<file path="src/rtl/tdp36k_fifo_ctrl_if.sv">
// Stream bundle for tdp36k_fifo_ctrl: valid/ready push side and FWFT pop side.
// master = the datapath using the FIFO, slave = the FIFO controller.
interface tdp36k_fifo_ctrl_if;
    logic [35:0] WR_DATA;
    logic        WR_VALID;
    logic        WR_READY;
    logic [35:0] RD_DATA;
    logic        RD_VALID;
    logic        RD_READY;

    modport master (
        output WR_DATA, WR_VALID, RD_READY,
        input  WR_READY, RD_DATA, RD_VALID
    );

    modport slave (
        input  WR_DATA, WR_VALID, RD_READY,
        output WR_READY, RD_DATA, RD_VALID
    );
endinterface

</file>
<file path="src/rtl/tdp36k_fifo_ctrl.sv">
// FIFO controller for one TDP_RAM36K (36-bit mode): port A writes, port B prefetches into a 2-entry FWFT buffer.
// Define TDP36K_FIFO_PARITY_EN to generate per-byte even parity on write and check it on read (sticky PAR_ERR).
module tdp36k_fifo_ctrl #(
    parameter int ADDR_WIDTH         = 10,
    parameter int ALMOST_FULL_THRESH = 1020
) (
    input  logic                  CLK,
    input  logic                  RESET_N,
    input  logic                  FLUSH,
    tdp36k_fifo_ctrl_if.slave     stream,
    output logic [ADDR_WIDTH+1:0] COUNT,
    output logic                  ALMOST_FULL,
    output logic                  PAR_ERR,
    output logic                  RAM_WEN_A,
    output logic [3:0]            RAM_BE_A,
    output logic [14:0]           RAM_ADDR_A,
    output logic [31:0]           RAM_WDATA_A,
    output logic [3:0]            RAM_WPARITY_A,
    output logic                  RAM_REN_B,
    output logic [14:0]           RAM_ADDR_B,
    input  logic [31:0]           RAM_RDATA_B,
    input  logic [3:0]            RAM_RPARITY_B
);

    localparam int                    DEPTH     = 1 << ADDR_WIDTH;
    localparam logic [ADDR_WIDTH:0]   RAM_FULL  = (ADDR_WIDTH+1)'(DEPTH);
    localparam logic [ADDR_WIDTH:0]   RAM_EMPTY = (ADDR_WIDTH+1)'(0);
    localparam logic [ADDR_WIDTH:0]   CNT_ONE   = (ADDR_WIDTH+1)'(1);
    localparam logic [ADDR_WIDTH-1:0] PTR_ONE   = ADDR_WIDTH'(1);
    localparam logic [ADDR_WIDTH-1:0] PTR_ZERO  = ADDR_WIDTH'(0);
    localparam logic [ADDR_WIDTH+1:0] AF_THRESH = (ADDR_WIDTH+2)'(ALMOST_FULL_THRESH);

`ifdef TDP36K_FIFO_PARITY_EN
    function automatic logic [3:0] byte_parity(input logic [31:0] d);
        logic [3:0] p;
        for (int i = 0; i < 4; i++) begin
            p[i] = ^d[8*i +: 8];
        end
        return p;
    endfunction
`endif

    logic [ADDR_WIDTH-1:0] wr_ptr_q, wr_ptr_d, rd_ptr_q, rd_ptr_d;
    logic [ADDR_WIDTH:0]   ram_cnt_q, ram_cnt_d;
    logic                  inflight_q, inflight_d;
    logic [1:0]            buf_cnt_q, buf_cnt_d;
    logic [35:0]           buf0_q, buf0_d, buf1_q, buf1_d;
    logic [ADDR_WIDTH+1:0] count_q, count_d;
    logic                  af_q, af_d;
    logic                  par_err_q, par_err_d;
    logic                  rdy_en_q;
    logic                  wr_ready_s, push_s, pop_s, issue_s;
    logic [2:0]            occ_s;
    logic [35:0]           rd_word_s;
    logic [3:0]            wparity_s;

    // Handshakes, prefetch issue and next-state of pointers, counters and output buffer.
    always_comb begin
        wr_ready_s = rdy_en_q && !FLUSH && (ram_cnt_q < RAM_FULL);
        push_s     = stream.WR_VALID && wr_ready_s;
        pop_s      = (buf_cnt_q != 2'd0) && stream.RD_READY;
        occ_s      = 3'(buf_cnt_q) + 3'(inflight_q);
        // Keep buffered + in-flight words within the 2 buffer slots after this cycle's pop.
        issue_s    = (ram_cnt_q != RAM_EMPTY) && (occ_s < (3'd2 + 3'(pop_s)));
        rd_word_s  = {RAM_RPARITY_B, RAM_RDATA_B};
`ifdef TDP36K_FIFO_PARITY_EN
        wparity_s  = byte_parity(stream.WR_DATA[31:0]);
`else
        wparity_s  = stream.WR_DATA[35:32];
`endif

        wr_ptr_d   = wr_ptr_q;
        rd_ptr_d   = rd_ptr_q;
        ram_cnt_d  = ram_cnt_q;
        inflight_d = 1'b0;
        buf_cnt_d  = buf_cnt_q;
        buf0_d     = buf0_q;
        buf1_d     = buf1_q;
        par_err_d  = par_err_q;

        if (FLUSH) begin
            wr_ptr_d  = PTR_ZERO;
            rd_ptr_d  = PTR_ZERO;
            ram_cnt_d = RAM_EMPTY;
            buf_cnt_d = 2'd0;
            buf0_d    = 36'h0;
            buf1_d    = 36'h0;
            par_err_d = 1'b0;
        end else begin
            wr_ptr_d   = push_s  ? (wr_ptr_q + PTR_ONE) : wr_ptr_q;
            rd_ptr_d   = issue_s ? (rd_ptr_q + PTR_ONE) : rd_ptr_q;
            inflight_d = issue_s;
            case ({push_s, issue_s})
                2'b10:   ram_cnt_d = ram_cnt_q + CNT_ONE;
                2'b01:   ram_cnt_d = ram_cnt_q - CNT_ONE;
                default: ram_cnt_d = ram_cnt_q;
            endcase
            case ({pop_s, inflight_q})
                2'b10: begin
                    buf0_d    = buf1_q;
                    buf_cnt_d = buf_cnt_q - 2'd1;
                end
                2'b01: begin
                    if (buf_cnt_q == 2'd0) begin
                        buf0_d = rd_word_s;
                    end else begin
                        buf1_d = rd_word_s;
                    end
                    buf_cnt_d = buf_cnt_q + 2'd1;
                end
                2'b11: begin
                    if (buf_cnt_q == 2'd1) begin
                        buf0_d = rd_word_s;
                    end else begin
                        buf0_d = buf1_q;
                        buf1_d = rd_word_s;
                    end
                end
                default: begin
                    buf_cnt_d = buf_cnt_q;
                end
            endcase
`ifdef TDP36K_FIFO_PARITY_EN
            if (inflight_q && (byte_parity(RAM_RDATA_B) != RAM_RPARITY_B)) begin
                par_err_d = 1'b1;
            end else begin
                par_err_d = par_err_q;
            end
`else
            par_err_d = 1'b0;
`endif
        end

        count_d = (ADDR_WIDTH+2)'(ram_cnt_d) + (ADDR_WIDTH+2)'(inflight_d) + (ADDR_WIDTH+2)'(buf_cnt_d);
        af_d    = (count_d >= AF_THRESH);
    end

    // State registers; rdy_en_q holds WR_READY low until the first edge after reset release.
    always_ff @(posedge CLK or negedge RESET_N) begin
        if (!RESET_N) begin
            wr_ptr_q   <= PTR_ZERO;
            rd_ptr_q   <= PTR_ZERO;
            ram_cnt_q  <= RAM_EMPTY;
            inflight_q <= 1'b0;
            buf_cnt_q  <= 2'd0;
            buf0_q     <= 36'h0;
            buf1_q     <= 36'h0;
            count_q    <= (ADDR_WIDTH+2)'(0);
            af_q       <= 1'b0;
            par_err_q  <= 1'b0;
            rdy_en_q   <= 1'b0;
        end else begin
            wr_ptr_q   <= wr_ptr_d;
            rd_ptr_q   <= rd_ptr_d;
            ram_cnt_q  <= ram_cnt_d;
            inflight_q <= inflight_d;
            buf_cnt_q  <= buf_cnt_d;
            buf0_q     <= buf0_d;
            buf1_q     <= buf1_d;
            count_q    <= count_d;
            af_q       <= af_d;
            par_err_q  <= par_err_d;
            rdy_en_q   <= 1'b1;
        end
    end

    assign stream.WR_READY = wr_ready_s;
    assign stream.RD_DATA  = buf0_q;
    assign stream.RD_VALID = (buf_cnt_q != 2'd0);
    assign COUNT           = count_q;
    assign ALMOST_FULL     = af_q;
    assign PAR_ERR         = par_err_q;
    assign RAM_WEN_A       = push_s;
    assign RAM_BE_A        = push_s ? 4'hF : 4'h0;
    assign RAM_ADDR_A      = 15'(wr_ptr_q) << 4'd5;
    assign RAM_WDATA_A     = stream.WR_DATA[31:0];
    assign RAM_WPARITY_A   = wparity_s;
    assign RAM_REN_B       = issue_s;
    assign RAM_ADDR_B      = 15'(rd_ptr_q) << 4'd5;

endmodule

</file>
<file path="src/flat_wrapper.sv">
// flat-port wrapper written by rule: the top's interface ports become plain ports
module tdp36k_fifo_ctrl_flat 
#(
    parameter int ADDR_WIDTH         = 10,
    parameter int ALMOST_FULL_THRESH = 1020
)
  (CLK, RESET_N, FLUSH, COUNT, ALMOST_FULL, PAR_ERR, RAM_WEN_A, RAM_BE_A, RAM_ADDR_A, RAM_WDATA_A, RAM_WPARITY_A, RAM_REN_B, RAM_ADDR_B, RAM_RDATA_B, RAM_RPARITY_B, stream_WR_DATA, stream_WR_VALID, stream_RD_READY, stream_WR_READY, stream_RD_DATA, stream_RD_VALID);
  tdp36k_fifo_ctrl_if stream_i ();
  input  logic CLK;
  input  logic RESET_N;
  input  logic FLUSH;
  output logic [ADDR_WIDTH+1:0] COUNT;
  output logic ALMOST_FULL;
  output logic PAR_ERR;
  output logic RAM_WEN_A;
  output logic [3:0] RAM_BE_A;
  output logic [14:0] RAM_ADDR_A;
  output logic [31:0] RAM_WDATA_A;
  output logic [3:0] RAM_WPARITY_A;
  output logic RAM_REN_B;
  output logic [14:0] RAM_ADDR_B;
  input  logic [31:0] RAM_RDATA_B;
  input  logic [3:0] RAM_RPARITY_B;
  input wire logic [$bits(stream_i.WR_DATA)-1:0] stream_WR_DATA;
  input wire logic [$bits(stream_i.WR_VALID)-1:0] stream_WR_VALID;
  input wire logic [$bits(stream_i.RD_READY)-1:0] stream_RD_READY;
  output wire logic [$bits(stream_i.WR_READY)-1:0] stream_WR_READY;
  output wire logic [$bits(stream_i.RD_DATA)-1:0] stream_RD_DATA;
  output wire logic [$bits(stream_i.RD_VALID)-1:0] stream_RD_VALID;
  assign stream_i.WR_DATA = stream_WR_DATA;
  assign stream_i.WR_VALID = stream_WR_VALID;
  assign stream_i.RD_READY = stream_RD_READY;
  assign stream_WR_READY = stream_i.WR_READY;
  assign stream_RD_DATA = stream_i.RD_DATA;
  assign stream_RD_VALID = stream_i.RD_VALID;
  tdp36k_fifo_ctrl #(.ADDR_WIDTH(ADDR_WIDTH), .ALMOST_FULL_THRESH(ALMOST_FULL_THRESH)) u_core (.CLK(CLK), .RESET_N(RESET_N), .FLUSH(FLUSH), .stream(stream_i), .COUNT(COUNT), .ALMOST_FULL(ALMOST_FULL), .PAR_ERR(PAR_ERR), .RAM_WEN_A(RAM_WEN_A), .RAM_BE_A(RAM_BE_A), .RAM_ADDR_A(RAM_ADDR_A), .RAM_WDATA_A(RAM_WDATA_A), .RAM_WPARITY_A(RAM_WPARITY_A), .RAM_REN_B(RAM_REN_B), .RAM_ADDR_B(RAM_ADDR_B), .RAM_RDATA_B(RAM_RDATA_B), .RAM_RPARITY_B(RAM_RPARITY_B));
endmodule
</file>
<file path="config.mk">
export PLATFORM = sky130hd
export DESIGN_NAME = tdp36k_fifo_ctrl_flat
export DESIGN_NICKNAME = d
export VERILOG_FILES = /design/src/rtl/tdp36k_fifo_ctrl_if.sv /design/src/rtl/tdp36k_fifo_ctrl.sv /design/src/flat_wrapper.sv
export SDC_FILE = /design/constraint.sdc
export NUM_CORES = 1
export LEC_CHECK = 0
export BUFFER_PORTS_ARGS = -buffer_cell sky130_fd_sc_hd__buf_2
export CAP_MARGIN = 15
export CORE_MARGIN = 2
export CORE_UTILIZATION = 55
export DETAILED_ROUTE_END_ITERATION = 10
export MAX_ROUTING_LAYER = met4
export PLACE_DENSITY = 0.84
export SYNTH_ARGS = -nofsm -noshare
export SYNTH_HDL_FRONTEND = slang
export SYNTH_SLANG_ARGS = --single-unit
</file>
<file path="constraint.sdc">
create_clock -name CLK -period 11.25 [get_ports CLK]
set_clock_uncertainty 0.05 [all_clocks]
set_input_delay 1.125 -clock CLK [delete_from_list [all_inputs] [get_ports CLK]]
set_output_delay 1.125 -clock CLK [all_outputs]
set_load 0.05 [all_outputs]
</file>
# After elaboration in Yosys (flattened, before gate mapping)
# Index checks and enable logic that the tools add are counted.
[classes]
n_mul = 0
bitwise_logic = 0
eq_ne = 9
n_reduce_logical = 15
mux = 18
order_cmp = 3
n_shift = 0
div = 0
addsub = 10
[ops]
columns = ["op", "n"]
rows = [
  ["36-bit 2-to-1 mux", 6],
  ["36-bit one-hot mux with 3 select lines", 1],
  ["36-bit one-hot mux with 2 select lines", 1],
  ["10-bit 2-to-1 mux", 4],
  ["11-bit one-hot mux with 2 select lines", 1],
  ["10-bit by 1-bit adder with 10-bit output, second input constant", 2],
  ["11-bit by 1-bit adder with 12-bit output", 1],
  ["12-bit by 2-bit adder with 12-bit output", 1],
  ["12-bit by 10-bit >= comparator with 1-bit output, second input constant", 1],
  ["11-bit by 1-bit adder with 11-bit output, second input constant", 1],
  ["11-bit < comparator, second input constant", 1],
  ["11-bit 2-to-1 mux", 1],
  ["11-bit nonzero test", 1],
  ["11-bit by 1-bit subtractor with 11-bit output, second input constant", 1],
  ["2-bit by 1-bit equality test with 1-bit output, second input constant", 3],
  ["2-bit equality test, second input constant", 3],
  ["3-bit != test, second input constant", 2],
  ["2-bit nonzero test", 3],
  ["1-bit logical AND", 5],
  ["4-bit 2-to-1 mux", 1],
  ["2-bit one-hot mux with 2 select lines", 1],
  ["4-bit nonzero test", 1],
  ["2-bit by 1-bit adder with 3-bit output", 1],
  ["2-bit by 1-bit adder with 3-bit output, first input constant", 1],
  ["11 further kinds", 11],
]
[totals]
memories = 0
inputBits = 77
mem_bits_rw = 0
word_cells = 65
romBits = 0
register_bits = 120
latchBits = 0

# Logic depth before layout (Yosys ltp)
# Gate-level depths: netlist (run 1).
[depth]
depth_word = 11
mapped_depth = 21
depth_no_buf = 21

# Worst setup path after synthesis (run 1)
# Ideal clock, no wire load.
[synth_timing]
kind = "input to register"
start = "in FLUSH"
end = "reg u_core.af_q (netlist: u_core.ALMOST_FULL)"
required_time_ps = 11121
arrival_ps = 5782
setup_slack_ps = 5339
path_stages = 17
path_cell_list = "buf_2 nor3b_1 and2_1 buf_2 inv_1 ha_1 buf_2 buf_1 xor2_1 nor2_1 fa_1 fa_1 and2_1 nor4b_1 and4_1 and2_1 mux2i_1"
[synth_between]
elab_chain_len = 10
[synth_rtl]
columns = ["item", "line_no", "source"]
rows = [
  ["start, declared", "flat_wrapper.sv:11", "input logic FLUSH;"],
  ["1-bit logical NOT (*)", "tdp36k_fifo_ctrl.sv:59", "wr_ready_s = rdy_en_q && !FLUSH && (ram_cnt_q < RAM_FULL);"],
  ["1-bit logical AND (*) (2 in a row)", "tdp36k_fifo_ctrl.sv:59", ""],
  ["net stream_WR_READY", "flat_wrapper.sv:27", "output wire logic [$bits(stream_i.WR_READY)-1:0] stream_WR_READY;"],
  ["1-bit logical AND (*)", "tdp36k_fifo_ctrl.sv:60", "push_s = stream.WR_VALID && wr_ready_s;"],
  ["net RAM_WEN_A", "flat_wrapper.sv:15", "output logic RAM_WEN_A;"],
  ["2-bit by 1-bit equality test with 1-bit output or 2-bit equality test (tied branches)", "tdp36k_fifo_ctrl.sv:93", "case ({push_s, issue_s})"],
  ["11-bit one-hot mux with 2 select lines (*)", "tdp36k_fifo_ctrl.sv:93", ""],
  ["11-bit 2-to-1 mux (*)", "tdp36k_fifo_ctrl.sv:81", "if (FLUSH) begin"],
  ["net u_core.ram_cnt_d[0]", "tdp36k_fifo_ctrl.sv:44", "logic [ADDR_WIDTH:0] ram_cnt_q, ram_cnt_d;"],
  ["11-bit by 1-bit adder with 12-bit output (*)", "tdp36k_fifo_ctrl.sv:134", "count_d = (ADDR_WIDTH+2)'(ram_cnt_d) + (ADDR_WIDTH+2)'(inflight_d) + (ADDR_WIDTH+2)'(buf_cnt_d);"],
  ["12-bit by 2-bit adder with 12-bit output (*)", "tdp36k_fifo_ctrl.sv:134", ""],
  ["12-bit by 10-bit >= comparator with 1-bit output (*)", "tdp36k_fifo_ctrl.sv:135", "af_d = (count_d >= AF_THRESH);"],
  ["net u_core.af_d", "tdp36k_fifo_ctrl.sv:49", "logic af_q, af_d;"],
  ["end signal, assigned", "tdp36k_fifo_ctrl.sv:149", "af_q <= 1'b0;"],
  ["end signal, assigned", "tdp36k_fifo_ctrl.sv:161", "af_q <= af_d;"],
  ["end, declared", "tdp36k_fifo_ctrl.sv:49", ""],
]
# The timed path passes the listed nets; every way through them passes the cells marked *.
# A chain may end at the register's enable or synchronous reset.

# Final worst setup path (run 1)
[layout_timing]
start = "in FLUSH"
end = "reg u_core.af_q (netlist: u_core.ALMOST_FULL)"
[layout_between]
elab_chain_len = 10
[layout_rtl]
columns = ["item", "line_no"]
rows = [
  ["1-bit logical NOT", "tdp36k_fifo_ctrl.sv:59"],
  ["1-bit logical AND (2 in a row)", "tdp36k_fifo_ctrl.sv:59"],
  ["1-bit logical AND", "tdp36k_fifo_ctrl.sv:60"],
  ["2-bit by 1-bit equality test with 1-bit output or 2-bit equality test (tied branches)", "tdp36k_fifo_ctrl.sv:93"],
  ["11-bit one-hot mux with 2 select lines", "tdp36k_fifo_ctrl.sv:93"],
  ["11-bit 2-to-1 mux (*)", "tdp36k_fifo_ctrl.sv:81"],
  ["net u_core.ram_cnt_d[1]", "tdp36k_fifo_ctrl.sv:44"],
  ["11-bit by 1-bit adder with 12-bit output (*)", "tdp36k_fifo_ctrl.sv:134"],
  ["12-bit by 2-bit adder with 12-bit output (*)", "tdp36k_fifo_ctrl.sv:134"],
  ["12-bit by 10-bit >= comparator with 1-bit output (*)", "tdp36k_fifo_ctrl.sv:135"],
  ["net u_core.af_d", "tdp36k_fifo_ctrl.sv:49"],
]
# Marked as above.

==> results.py, run 1 <==
metrics = {
    "status": {
        "status": "finished clean",
    },
    "cts": {
        "cts_setup_buffers": 0,
        "cts_hold_buffers": 0,
        "clock_path_buffers": 2,
        "clk_pin_slew_ns": 0.06,
        "clock-root-buffer": "clkbuf_8",
        "post_cts_resize_count": 0,
        "clk_latency_ns": 0.52,
        "htreeDepth": 4,
        "clkSinkCount": 120,
        "cts-buffers-inserted": 17,
        "cts_tree": "done",
    },
    "timing": {
        "period_share": 0.445,
        "period_needed_ns": 5.00,
        "setup_viol": 0,
        "slew_headroom": 0.329,
        "slew_violations": 0,
        "tightest_slew_ns": 1.00,
        "fmax_ghz": 0.200,
        "rsz0062_at_grt": "false",
        "holdWs_ns": 0.427,
        "setup-tns-final_ns": 0,
        "hold_viol_final": 0,
    },
    "finish": {
        "n_antenna_cell": 0,
        "drive_above_1_share": 0.236,
        "areaGrowthSynthToFinish_pct": 17.0,
        "fin_nets": 830,
        "fillers": 870,
        "layout_common_cells": "nand2_1 (134), dfrtp_1 (120), buf_2 (116), a21oi_1 (47), nor2_1 (41)",
        "post-route-util": 0.664,
        "layout_commonest_cell": "nand2_1",
    },
    "route": {
        "drt-pass1-iter-count": 5,
        "wl_per_cell_um": 16.7,
        "drtIter0Drc": 629,
        "ant_nets": 0,
        "vias_per_cell": 5.67,
        "wl_um": 14800,
        "drcViolationCount": 0,
        "dr_total_vias": 5011,
    },
    "critical_path": {
        "cp_max_fo": 72,
        "worstSetupEndpointType": "flip-flop",
        "cp.arrival_ns": 5.39,
        "cp-start-kind": "input port",
        "ff2ff_setup_slack_ns": 6.42,
        "required_ns": 11.64,
        "criticalPathCategory": "input port to flip-flop",
    },
    "placed_design": {
        "hpwl_um": 9900,
        "portBuffers": 117,
        "gp_congestion": 0.915,
    },
    "global_routing": {
        "grt-ovfl-total": 0,
        "grt_pass1_wl_um": 23100,
        "grt_pass1_vias": 4878,
        "antenna_found_initial": 0,
        "grt_util_all_layers": 0.257,
        "grt_max_degree": 73,
    },
    "min_path": {
        "hp-class": "flip-flop to flip-flop",
    },
    "logic_synthesis": {
        "synth_flop_cell": "dfrtp_1",
        "syn_inst": 658,
        "synth_area_per_cell_um2": 9.39,
        "ys_seq_area_frac": 0.486,
        "synthArstFlopShare": 1.00,
        "synth_seq_cells": 120,
        "ys_warn_count": 0,
        "synth-edff-count": 0,
        "netlist_area_mm2": 0.00618,
        "synth_cell_types": 57,
    },
    "flow_run": {
        "drv_cap": 0,
    },
    "power_and_ir_drop": {
        "seq_power_share": 0.259,
        "combPwrFrac": 0.498,
        "powerDensity_mw_per_mm2": 333,
        "switchingPower_uw": 1100,
        "power.share.clock": 0.243,
        "power_uw": 2410,
        "p_leak_uw": 0.00358,
        "p_sw_frac": 0.458,
        "p_int_uw": 1310,
        "ir_drop_mv": 0.184,
    },
    "floorplan": {
        "fp.dieW_um": 110,
        "die_y_um": 110,
        "io_pins": 201,
        "die-area_mm2": 0.0121,
        "coreArea_mm2": 0.0109,
        "start_util": 0.567,
        "row_count": 38,
    },
}
-- critical path, cell delays in order --
cell	delay, ns
buf_2	0.08
buf_4	0.58
nor3b_1	0.13
and2_1	0.33
inv_1	0.13
ha_1	0.42
inv_1	0.15
fa_1	0.50
nor2_1	0.04
a21oi_1	0.15
nor2_1	0.10
ha_1	0.34
a21o_1	0.10
nand2_1	0.11
nor4_1	0.51
nand3_1	0.21
and2_1	0.19
mux2i_1	0.12
-- logic make-up (layout without fill, tap and decap cells) --
family / after synthesis / in the layout / share of synthesized area
AO/OA/AOI/OAI: 152 / 152 / 0.161
other: 2 / 12 / 0.00122
multiplexers: 4 / 4 / 0.00648
AND/OR/NAND/NOR: 229 / 229 / 0.163
buffers and inverters: 100 / 175 / 0.0924
adder cells (fa/ha/maj): 23 / 23 / 0.0502
XOR/XNOR: 28 / 28 / 0.0397
flip-flops: 120 / 120 / 0.486
-- path summary, 6_finish.rpt --
check	start	to	cells after the start
hold reg to reg	u_core.stream.RD_DATA[19]	u_core.stream.RD_DATA[19]	2
min in group asynchronous	RESET_N	u_core.COUNT[11]	1
hold / removal	u_core.stream.RD_DATA[19]	u_core.stream.RD_DATA[19]	2
setup / recovery	FLUSH	u_core.ALMOST_FULL	18
max in group asynchronous	RESET_N	u_core.buf1_q[30]	2
setup reg to reg	u_core.buf_cnt_q[0]	u_core.ALMOST_FULL	20
-- registers in the layout (all words and copies together) (netlist names) --
| name | flops |
|---|---|
| u_core.buf_cnt_q | 2 |
| u_core.ram_cnt_q | 11 |
| u_core.rdy_en_q | 1 |
| u_core.wr_ptr_q | 10 |
| u_core.inflight_q | 1 |
| u_core.rd_ptr_q | 10 |
| u_core.COUNT | 12 |
| u_core.buf1_q | 36 |
| u_core.stream.RD_DATA | 36 |
| u_core.ALMOST_FULL | 1 |
-- layer usage --
layer,track usage,part of all wire,vias to the layer above
met5,-,0,-
met1,0.299,0.41,2408
met3,0.0747,0.072,34
li1,-,-,2328
met4,0.0940,0.018,0
met2,0.422,0.50,241
-- stage by stage --
stage | instances | cell area (um2) | setup WS [ns]
2_1_floorplan | 668 | 6210 | 5.34
3_3_place_gp | 849 | 6530 | 6.01
5_1_grt | 883 | 7220 | 5.90
6_report | 883 | 7220 | 6.25
3_5_place_dp | 849 | 6530 | 5.82
4_1_cts | 881 | 7170 | 6.27
-- power groups by stage --
stage / logic (uW) / clock network [uW] / registers (uW)
floorplan: 722 / 0 / 827
global placement: 1130 / 0 / 621
detailed placement: 1160 / 0 / 628
CTS: 1170 / 594 / 622
global route: 1310 / 617 / 635
finish: 1200 / 585 / 624
-- cells in the mapped netlist, drive strengths merged, types with 6 or more instances --
library cell | count | area share
nor2 | 43 | 0.027
ha | 20 | 0.041
nand2 | 135 | 0.082
xor2 | 20 | 0.028
buf | 56 | 0.066
inv | 19 | 0.012
and3 | 7 | 0.0071
a21oi | 49 | 0.041
dfrtp | 120 | 0.49
a21o | 6 | 0.0075
clkbuf | 25 | 0.015
a22oi | 37 | 0.045
nand3 | 11 | 0.0097
o21ai | 42 | 0.034
xnor2 | 8 | 0.011
-- area by class of cell --
cell class | count | area, um2 | share of cell area
Timing Repair Buffer | 124 | 681 | 0.0942
Inverter | 19 | 71.3 | 0.00987
Multi-Input combinational cell | 448 | 2650 | 0.367
Sequential cell | 120 | 3000 | 0.416
Clock buffer | 20 | 445 | 0.0617
Clock inverter | 12 | 198 | 0.0274
Tap cell | 140 | 175 | 0.0242
(Power assumes the default switching activity.)
==> run 2: changes to the inputs <==
Settings changed: ABC_AREA from default to 1, CORE_UTILIZATION 55 to 47, PLACE_DENSITY 0.84 to 0.75.
Clock period 11.25 ns to 4.1 ns, I/O delays scaled along.
==> run 2 against run 1 <==
  * Clock-buffer cell count is 2 lower
  * Critical path type is now flip-flop to flip-flop
  * Largest cell class unchanged
  * Highest routed layer unchanged
  * Critical endpoint unchanged
  * Non-clock buffer count is 7 higher
  * First-iteration DRC count is 29% lower
  * Sequential cell count stayed put
==> results.py, run 2 <==
metrics = {
    "cts": {
        "cts-buffers-inserted": 17,
        "clock_path_buffers": 2,
        "cts_tree": "done",
        "clk_pin_slew_ns": 0.05,
        "clkSinkCount": 120,
        "clk_latency_ns": 0.41,
        "cts_hold_buffers": 0,
        "clock-root-buffer": "clkbuf_16",
        "htreeDepth": 4,
    },
    "placed_design": {
        "gp_congestion": 0.867,
        "portBuffers": 117,
        "placedCellCount": 1069,
        "hpwl_um": 10600,
    },
    "logic_synthesis": {
        "synth_seq_cells": 120,
        "netlist_area_mm2": 0.00674,
        "yosys.area.top_type": "dfrtp_1",
        "synth_cell_types": 40,
        "synth_flop_cell": "dfrtp_1",
        "ys_warn_count": 0,
        "synthArstFlopShare": 1.00,
        "ys_seq_area_frac": 0.446,
        "synthTopCellsByArea": "dfrtp_1 (45%), inv_1 (7.9%), nand3_1 (7.8%), nand2_1 (7.6%), o22ai_1 (7.0%)",
        "synth.most_common_cell": "inv_1",
        "synth_area_per_cell_um2": 8.11,
        "synth-edff-count": 0,
        "netlist.area_leader.share": 0.446,
        "syn_inst": 831,
        "ys_top_cells_by_count": "inv_1 (141), nand2_1 (137), dfrtp_1 (120)",
    },
    "route": {
        "wl_um": 15600,
        "ant_nets": 0,
        "dr_total_vias": 5641,
        "drt-pass1-iter-count": 5,
        "drtIter0Drc": 445,
        "wl_per_cell_um": 14.2,
        "vias_per_cell": 5.12,
        "drcViolationCount": 0,
    },
    "finish": {
        "n_antenna_cell": 0,
        "layout_common_cells": "inv_1 (140), nand2_1 (137), dfrtp_1 (120), buf_2 (116), nand3_1 (105)",
        "layout_commonest_cell": "inv_1",
        "fillers": 1283,
        "stdcell_count": 1101,
        "fin_nets": 1008,
        "drive_above_1_share": 0.235,
        "areaGrowthSynthToFinish_pct": 15.7,
    },
    "power_and_ir_drop": {
        "seq_power_share": 0.232,
        "p_int_uw": 3730,
        "ir_drop_mv": 0.448,
        "power.share.clock": 0.193,
        "powerDensity_mw_per_mm2": 983,
        "p_leak_uw": 0.00435,
        "p_sw_frac": 0.512,
        "combPwrFrac": 0.575,
        "switchingPower_uw": 3920,
    },
    "critical_path": {
        "slowest_stage": "fa_1",
        "crit_chain": "inv_1 > ha_2 > nor2_4 > inv_2 > or2_0 > a21oi_2 > nand2_2 > clkinvlp_4 > ha_1 > o21ai_1 > a21oi_1 > fa_1 > fa_1 > inv_1 > xor2_1 > nand3_1 > nor3_1 > nand3_1 > nor2_1 > nand2_1 > nand2_1",
        "criticalPathCategory": "flip-flop to flip-flop",
        "cp.arrival_ns": 4.06,
        "required_ns": 4.39,
        "cp-start-kind": "flip-flop",
        "worstSetupEndpointType": "flip-flop",
        "slowest_delay_ns": 0.41,
        "cp_max_fo": 5,
    },
    "timing": {
        "slew_violations": 0,
        "rsz0062_at_grt": "false",
        "setup_viol": 0,
        "hold_viol_final": 0,
        "holdWs_ns": 0.0459,
        "fmax_ghz": 0.266,
        "slew_headroom": 0.351,
        "period_share": 0.918,
        "tightest_slew_ns": 0.973,
        "setup-tns-final_ns": 0,
        "period_needed_ns": 3.76,
    },
    "global_routing": {
        "grt_util_all_layers": 0.217,
        "grt_pass1_wl_um": 25400,
        "grt_pass1_vias": 5309,
        "grt-ovfl-total": 0,
        "grt_max_degree": 94,
        "antenna_found_initial": 0,
    },
    "floorplan": {
        "io_pins": 201,
        "fp.dieW_um": 124,
        "row_count": 43,
        "die_y_um": 124,
        "coreArea_mm2": 0.0139,
        "start_util": 0.483,
        "die-area_mm2": 0.0153,
    },
    "status": {
        "status": "finished clean",
    },
    "min_path": {
        "hp-class": "input port to async pin",
    },
    "flow_run": {
        "drv_cap": 0,
    },
}
## run 2: cell count changes after synthesis, sizes merged, moves of 5 or more
cell   delta
nand3   +102
a21o      -6
xor2     -15
o22ai    +76
xnor2     -7
nand2    +12
o21ai    -25
inv     +134
a22oi    -37
a21oi    -27
and3      -5
## run 2: cell families after synthesis
kind of cell,share of synthesized area
and+or+nand+nor,0.233
buffers and inverters,0.162
DFF,0.446
AOI/OAI and AO/OA,0.104
adders and majority gates,0.0461
xor gates and xnor gates,0.00780
other,0.00111
## run 2: what timing repair did
item                       CTS  global route
resized for setup            0             4
setup endpoints to repair    0             1
buffers inserted             0             0
hold endpoints to repair     0             0
## run 2: critical path, delay by kind of cell, from the launching register on
| family | cells | cell delay, ns |
|---|---|---|
| compound gates | 3 | 0.38 |
| xor+xnor | 1 | 0.21 |
| fa+ha+maj | 4 | 1.29 |
| buf+inv | 4 | 0.36 |
| flops | 1 | 0.38 |
| simple gates | 9 | 1.02 |
## run 2: layout make-up
class	instances	area, um2	share of cell area
clock buffers	18	439	0.0564
inverters	155	587	0.0753
repair buffers	131	693	0.0890
multi-input cells	483	2700	0.346
well taps	180	225	0.0289
flip-flops and latches	120	3000	0.385
clock inverters	14	148	0.0189
## run 2: through the flow
| step | area, um2 | util | power [uW] | setup WS, ns |
|---|---|---|---|---|
| 3_5_place_dp | 7190 | 0.516 | 6130 | 0.215 |
| 4_1_cts | 7780 | 0.558 | 7640 | 0.178 |
| 2_1_floorplan | 6780 | - | 5180 | 0.0626 |
| 3_3_place_gp | 7190 | 0.516 | 6050 | 0.368 |
| 6_report | 7790 | 0.559 | 7660 | 0.337 |
| 5_1_grt | 7790 | 0.559 | 8260 | 0.0252 |
## run 2: power by group through the flow
stage	clock network [uW]	logic [uW]	registers, uW
5_1_grt	1570	4880	1810
6_report	1480	4400	1780
4_1_cts	1510	4360	1770
3_5_place_dp	0	4340	1790
2_1_floorplan	0	2750	2440
3_3_place_gp	0	4270	1780
## run 2: layer usage
layer / track usage / wire [um]
met4: 0.0710 / 245
met2: 0.337 / 7580
met5: - / 0
met1: 0.286 / 7020
met3: 0.0444 / 779
## run 2: path summary, 6_finish.rpt
| check | from | to | slack, ns | cells after the start |
|---|---|---|---|---|
| hold reg to reg | u_core.stream.RD_DATA[18] | u_core.stream.RD_DATA[18] | 0.45 | 2 |
| hold / removal | RESET_N | u_core.COUNT[7] | 0.05 | 1 |
| min in group CLK | RAM_RDATA_B[6] | u_core.buf1_q[6] | 0.23 | 3 |
| setup reg to reg | u_core.buf_cnt_q[0] | u_core.ALMOST_FULL | 0.34 | 21 |
| max in group asynchronous | RESET_N | u_core.buf1_q[8] | 3.04 | 2 |
| setup / recovery | u_core.buf_cnt_q[0] | u_core.ALMOST_FULL | 0.34 | 21 |
